--- config.mk ---
export PLATFORM = sky130hd
export DESIGN_NAME = led_blink_arbiter_flat
export DESIGN_NICKNAME = d
export VERILOG_FILES = /design/src/rtl/led_pkg.sv /design/src/rtl/led_blink_arbiter_if.sv /design/src/rtl/led_tick_gen.sv /design/src/rtl/led_blink_arbiter.sv /design/src/flat_wrapper.sv
export SDC_FILE = /design/constraint.sdc
export NUM_CORES = 1
export LEC_CHECK = 0
export CORE_MARGIN = 2
export CORE_UTILIZATION = 50
export CTS_BUF_LIST = sky130_fd_sc_hd__clkbuf_2 sky130_fd_sc_hd__clkbuf_4 sky130_fd_sc_hd__clkbuf_8
export CTS_CLUSTER_DIAMETER = 200
export CTS_CLUSTER_SIZE = 30
export DETAILED_ROUTE_END_ITERATION = 8
export PLACE_DENSITY = 0.76
export SLEW_MARGIN = 20
export SYNTH_ARGS = -nofsm -noshare
export SYNTH_HDL_FRONTEND = slang
export SYNTH_SLANG_ARGS = --single-unit
export TNS_END_PERCENT = 1
--- constraint.sdc ---
create_clock -name clk -period 5.01 [get_ports clk]
set_input_delay 1.503 -clock clk [delete_from_list [all_inputs] [get_ports clk]]
set_output_delay 1.503 -clock clk [all_outputs]
set_load 0.02 [all_outputs]
--- src/rtl/led_pkg.sv ---
// Shared types and helpers for the LED blink blocks.
// State encoding plus the half-period divider length.
package led_pkg;

  typedef enum logic [1:0] {
    S_IDLE,
    S_ON,
    S_OFF,
    S_GAP
  } state_t;

  function automatic int half_period(
    input int clk_freq,
    input int blink_freq
  );
    return clk_freq / (2 * blink_freq);
  endfunction

endpackage

--- src/rtl/led_blink_arbiter_if.sv ---
// Request/grant bundle between status sources and the LED arbiter.
// master = requester side, slave = arbiter side.
interface led_blink_arbiter_if #(
  parameter int NUM_REQ = 3,
  parameter int CNT_W   = 4
);
  localparam int OW = $clog2(NUM_REQ);

  logic [NUM_REQ-1:0]       req;
  logic [NUM_REQ*CNT_W-1:0] cnt;
  logic [NUM_REQ-1:0]       ack;
  logic [NUM_REQ-1:0]       done;
  logic                     busy;
  logic [OW-1:0]            owner;
  logic                     led;

  modport master (
    output req, cnt,
    input  ack, done, busy, owner, led
  );

  modport slave (
    input  req, cnt,
    output ack, done, busy, owner, led
  );

endinterface

--- src/rtl/led_tick_gen.sv ---
// Half-period tick divider, restartable via clear.
// pre_tick marks the cycle before tick (assumes P >= 2).
module led_tick_gen
  import led_pkg::*;
#(
  parameter int CLK_FREQ   = 27_000_000,
  parameter int BLINK_FREQ = 1
) (
  input  logic clk,
  input  logic rst_n,
  input  logic clear,
  output logic tick,
  output logic pre_tick
);

  localparam int P = half_period(CLK_FREQ, BLINK_FREQ);
  localparam int W = (P > 1) ? $clog2(P) : 1;

  logic [W-1:0] count;

  assign tick     = (count == W'(P - 1));
  assign pre_tick = (count == W'(P - 2));

  // Count 0..P-1, wrap on tick, restart on clear.
  always_ff @(posedge clk or negedge rst_n) begin
    if (!rst_n) begin
      count <= '0;
    end else if (clear || tick) begin
      count <= '0;
    end else begin
      count <= count + 1'b1;
    end
  end

endmodule

--- src/rtl/led_blink_arbiter.sv ---
// Round-robin owner of one status LED; plays N-blink bursts.
// The final phase retires on pre_tick so done lands with IDLE.
module led_blink_arbiter
  import led_pkg::*;
#(
  parameter int CLK_FREQ   = 27_000_000,
  parameter int BLINK_FREQ = 1,
  parameter int NUM_REQ    = 3,
  parameter int CNT_W      = 4,
  parameter int GAP_TICKS  = 2
) (
  input logic clk,
  input logic rst_n,
  led_blink_arbiter_if.slave bus
);

  localparam int OW = $clog2(NUM_REQ);
  localparam int GW = (GAP_TICKS > 1) ? $clog2(GAP_TICKS) : 1;

  state_t             state, state_n;
  logic               led_q, led_n;
  logic [NUM_REQ-1:0] ack_q, ack_n;
  logic [NUM_REQ-1:0] done_q, done_n;
  logic [OW-1:0]      owner_q, owner_n;
  logic [OW-1:0]      last_q, last_n;
  logic [CNT_W-1:0]   rem_q, rem_n;
  logic [GW-1:0]      gap_q, gap_n;

  logic               found;
  logic [OW-1:0]      pick;
  logic [CNT_W-1:0]   sel_cnt;
  logic               grant;
  logic               tick;
  logic               pre_tick;

  led_tick_gen #(
    .CLK_FREQ  (CLK_FREQ),
    .BLINK_FREQ(BLINK_FREQ)
  ) u_tick (
    .clk     (clk),
    .rst_n   (rst_n),
    .clear   (grant),
    .tick    (tick),
    .pre_tick(pre_tick)
  );

  // Round-robin pick: first set req after last.
  always_comb begin
    found = 1'b0;
    pick  = '0;
    for (int i = 1; i <= NUM_REQ; i++) begin
      if (!found && bus.req[(int'(last_q) + i) % NUM_REQ]) begin
        found = 1'b1;
        pick  = OW'((int'(last_q) + i) % NUM_REQ);
      end
    end
  end

  assign sel_cnt = bus.cnt[int'(pick)*CNT_W +: CNT_W];

  // Next-state and registered outputs of the burst sequencer.
  always_comb begin
    state_n = state;
    led_n   = led_q;
    ack_n   = '0;
    done_n  = '0;
    owner_n = owner_q;
    last_n  = last_q;
    rem_n   = rem_q;
    gap_n   = gap_q;
    grant   = 1'b0;
    unique case (state)
      S_IDLE: begin
        if (found) begin
          grant   = 1'b1;
          owner_n = pick;
          last_n  = pick;
          rem_n   = sel_cnt;
          gap_n   = '0;
          ack_n   = NUM_REQ'(1) << pick;
          if (sel_cnt != '0) begin
            state_n = S_ON;
            led_n   = 1'b1;
          end else if (GAP_TICKS == 0) begin
            done_n = NUM_REQ'(1) << pick;
          end else begin
            state_n = S_GAP;
          end
        end
      end
      S_ON: begin
        if (tick) begin
          state_n = S_OFF;
          led_n   = 1'b0;
          rem_n   = rem_q - 1'b1;
        end
      end
      S_OFF: begin
        if (rem_q != '0) begin
          if (tick) begin
            state_n = S_ON;
            led_n   = 1'b1;
          end
        end else if (GAP_TICKS == 0) begin
          if (pre_tick) begin
            state_n = S_IDLE;
            done_n  = NUM_REQ'(1) << owner_q;
          end
        end else if (tick) begin
          state_n = S_GAP;
          gap_n   = '0;
        end
      end
      S_GAP: begin
        if (pre_tick && gap_q == GW'(GAP_TICKS - 1)) begin
          state_n = S_IDLE;
          done_n  = NUM_REQ'(1) << owner_q;
        end else if (tick) begin
          gap_n = gap_q + 1'b1;
        end
      end
      default: state_n = S_IDLE;
    endcase
  end

  // Sequencer and arbitration registers.
  always_ff @(posedge clk or negedge rst_n) begin
    if (!rst_n) begin
      state   <= S_IDLE;
      led_q   <= 1'b0;
      ack_q   <= '0;
      done_q  <= '0;
      owner_q <= '0;
      last_q  <= OW'(NUM_REQ - 1);
      rem_q   <= '0;
      gap_q   <= '0;
    end else begin
      state   <= state_n;
      led_q   <= led_n;
      ack_q   <= ack_n;
      done_q  <= done_n;
      owner_q <= owner_n;
      last_q  <= last_n;
      rem_q   <= rem_n;
      gap_q   <= gap_n;
    end
  end

  assign bus.led   = led_q;
  assign bus.ack   = ack_q;
  assign bus.done  = done_q;
  assign bus.owner = owner_q;
  assign bus.busy  = (state != S_IDLE);

endmodule

--- src/flat_wrapper.sv ---
// flat-port wrapper written by rule: the top's interface ports become plain ports
module led_blink_arbiter_flat import led_pkg::*;
#(
  parameter int CLK_FREQ   = 27_000_000,
  parameter int BLINK_FREQ = 1,
  parameter int NUM_REQ    = 3,
  parameter int CNT_W      = 4,
  parameter int GAP_TICKS  = 2
)
  (clk, rst_n, bus_req, bus_cnt, bus_ack, bus_done, bus_busy, bus_owner, bus_led);
  led_blink_arbiter_if #(.NUM_REQ(NUM_REQ), .CNT_W(CNT_W)) bus_i ();
  input logic clk;
  input logic rst_n;
  input wire logic [$bits(bus_i.req)-1:0] bus_req;
  input wire logic [$bits(bus_i.cnt)-1:0] bus_cnt;
  output wire logic [$bits(bus_i.ack)-1:0] bus_ack;
  output wire logic [$bits(bus_i.done)-1:0] bus_done;
  output wire logic [$bits(bus_i.busy)-1:0] bus_busy;
  output wire logic [$bits(bus_i.owner)-1:0] bus_owner;
  output wire logic [$bits(bus_i.led)-1:0] bus_led;
  assign bus_i.req = bus_req;
  assign bus_i.cnt = bus_cnt;
  assign bus_ack = bus_i.ack;
  assign bus_done = bus_i.done;
  assign bus_busy = bus_i.busy;
  assign bus_owner = bus_i.owner;
  assign bus_led = bus_i.led;
  led_blink_arbiter #(.CLK_FREQ(CLK_FREQ), .BLINK_FREQ(BLINK_FREQ), .NUM_REQ(NUM_REQ), .CNT_W(CNT_W), .GAP_TICKS(GAP_TICKS)) u_core (.clk(clk), .rst_n(rst_n), .bus(bus_i));
endmodule
==> results.md <==
- Outcome: finished clean
- Total GRT Usage: 21.6%
- Mean routed wirelength per cell: 15.6 um
- GRT busiest layer: met2
- Max-cap viol count: 0
- Initial antenna violation count: 0
- Crit path DAT: 3910 ps
- Worst setup path class: in -> reg
- Number of synthesized flops with an enable pin: 0
- Syn_nets: 306
- Sequential fraction of the synthesis area: 39.5%
- Die footprint: 5790 um^2
- Placeable Area: 5070 um^2
- Final instance area: 2970 um^2
- Flops & latches, synth: 41
- H-tree levels: 2
- Register area: 1030 um^2
- Clock tree buffer depth: 2
- Reg2Reg Setup Slack: 1990 ps
- Postcts setup bufs: 0
- Synth async-reset ratio: 100%
- Slowest cell on crit path: clkdlybuf4s50_1
- Global routing usage on met3: 4.38%
- Distinct cells, synth: 61
- Placed Area: 2880 um^2
- Fin Clk Skew: 6.30 ps
- Port buffer count: 26
- Yosys warns: 0
- Kind of end point of the critical path: register
- Crit-path cells: clkdlybuf4s50_1 -> mux2_2 -> mux2_2 -> nor3_4 -> a21boi_2 -> a22oi_1 -> o211ai_1 -> a221o_1
- Num ports: 27
- Routed Antenna Nets: 0
- Die width: 76.1 um
- Pwr/cell area: 471 nW/um^2
- P_leak: 1.23 nW
- Final Max Slew Viols: 0
- Fin. Hold Viols: 0
- GPL Wtd Cong: 0.848
- Layout cells sized above 1: 8.50%
- RSZ-0062 raised after global routing: no
- Number of fill cells in the layout: 469
- Dpl cells: 369
- Max_slew headroom: 40.1%
- Num CTS Buffers: 5
- Worst slew pin tran: 899 ps
- Crit Path Max Fanout: 9
- Placement row count: 26
- Area grow syn2layout: 14.5%
- Total Wirelength: 5.87 mm
- Clock Latency Late Sink: 300 ps
- Via density: 5.82
- Syn Std Cell Area: 2600 um^2
- First-pass GRT wire length: 10.3 mm
- Max frequency: 0.269 GHz
- Most numerous cell on the critical path: mux2_2
- First DRT Iteration DRCs: 186
- Area contributors post-synth: dfrtp_1 39%, nor2_1 5.2%, nand2_1 4.3%
- Cell taking the most area after synthesis: dfrtp_1
- Startpoint Class: primary input
- Period minus WS final: 3720 ps
- Final setup vio count: 0
- Antenna diodes: 0
- Finished Layout Cells: 376
- Multi-input logic area: 1470 um^2
- Yosys top cell area share: 38.5%
- Post_cts resized: 0
- Final worst-path cycle share: 74.3%
- Largest net degree at the start of global routing: 42
- Vias: 2,189
- HP Class: reg -> reg
- Root Driver: clkbuf_8
- Vias in the first global route: 2,176
- Remaining global-route overflow: 0
- Placed wire-length estimate: 4.18 mm
- DRC: 0
- Most common cell in the netlist: dfrtp_1
- Clock transition at path regs: 80 ps
- Met1 Resource Use GR: 27.4%
- GR met2 Demand/Resource: 36.4%
- Top FF cell, synth: dfrtp_1
- Avg Synthesized Cell Area: 9.21 um^2
- Initial core utilization: 51.2%
- CP peak stage delay: 480 ps
- Final TNS setup: 0 ps
- Die Span Y: 76.1 um
- Peak supply drop: 0.190 mV
- Commonest cells post-synth: 40 x dfrtp_1, 36 x nor2_1, 30 x nand2_1, 13 x o21ai_0, 12 x xor2_1
- Cell count after synthesis: 282
- CP Data Required Time: 5200 ps
- CP delay by family, top: compound AO/OA/AOI/OAI gates
- CTS tree: done
- Total iterations of the first detailed-routing run: 4
- Final net count: 330
- Hold Buf Count CTS: 0
- Clk sinks: 41
- Buffers & Inverters on Critical Path: 1
-- cell usage in the layout (no fill, tap or decap), drive strengths merged, types with 5 or more instances in the layout --
cell            n
dfrtp          40
nor2           36
nand2          30
clkdlybuf4s50  25
o21ai          14
xor2           12
inv            11
nand3           9
nor3            9
a21oi           8
nand4           7
xnor2           7
ha              7
mux2i           7
and3            6
or3             6
clkbuf          6
nor4            5
-- report_power, final --
part / switching [mW] / internal (mW)
Clock: 0.112 / 0.109
Sequential: 0.0914 / 0.394
Combinational: 0.406 / 0.288
Total: 0.609 / 0.791
-- path summary, 6_finish.rpt --
check / from / to / depth (start not counted)
worst max-delay path: bus_req[2] / u_core.bus.led / 8
worst min-delay path: u_core.u_tick.count[0] / u_core.u_tick.count[0] / 1
worst max register to register: u_core.last_q[1] / u_core.bus.led / 9
worst min register to register: u_core.u_tick.count[0] / u_core.u_tick.count[0] / 1
max in group asynchronous: rst_n / u_core.u_tick.count[13] / 1
min in group asynchronous: rst_n / u_core.bus.ack[0] / 1
-- flip-flops by register name (all words and copies together) (netlist names) --
register,cells
u_core.u_tick.count,24
u_core.gap_q,1
u_core.bus.owner,2
u_core.bus.led,1
u_core.last_q,1
u_core.bus.done,3
u_core.bus.ack,3
u_core.state,2
u_core.rem_q,4
-- layer usage --
layer,share of wire (%),wire [um],vias to the layer above
met1,46,2690,1069
met2,49,2880,42
met5,0,0,-
met3,3.2,189,11
li1,-,-,1067
met4,1.9,113,0
-- metrics by stage --
| step | power [mW] | worst slack, ps | hold WS [ps] | util (%) |
|---|---|---|---|---|
| 2_1_floorplan | 1.02 | 1790 | 474 | - |
| 3_3_place_gp | 1.16 | 1010 | 498 | 56.8 |
| 3_5_place_dp | 1.17 | 1020 | 512 | 56.8 |
| 4_1_cts | 1.40 | 1330 | 531 | 58.6 |
| 6_report | 1.40 | 1290 | 535 | 58.6 |
| 5_1_grt | 1.50 | 1160 | 546 | 58.6 |
-- logic make-up (layout without fill, tap and decap cells) --
kind of cell,Yosys count,in the layout,share of synthesized area (%)
AO/OA/AOI/OAI,58,58,17.1
XOR/XNOR,19,19,6.41
adder cells (fa/ha/maj),7,7,3.37
buffers and inverters,20,44,3.76
flip-flops,41,41,39.5
multiplexers,10,10,4.14
AND/OR/NAND/NOR,127,127,25.7
-- area by class of cell --
class                   instances  area share [%]
repair buffers                 26            8.58
inverters                      11            1.39
multi-input cells             221            49.5
clock inverters                 1           0.252
well taps                      70            2.94
clock buffers                   6            2.78
flip-flops and latches         41            34.5
-- worst reg2reg max path: stages, from the launching register on --
cell	delay, ps
dfstp_2	380
inv_1	100
ha_1	420
mux2_2	440
mux2_2	340
nor3_4	200
a21boi_2	170
a22oi_1	340
o211ai_1	190
a221o_1	350
No activity file was read; power rests on OpenSTA's default activity.
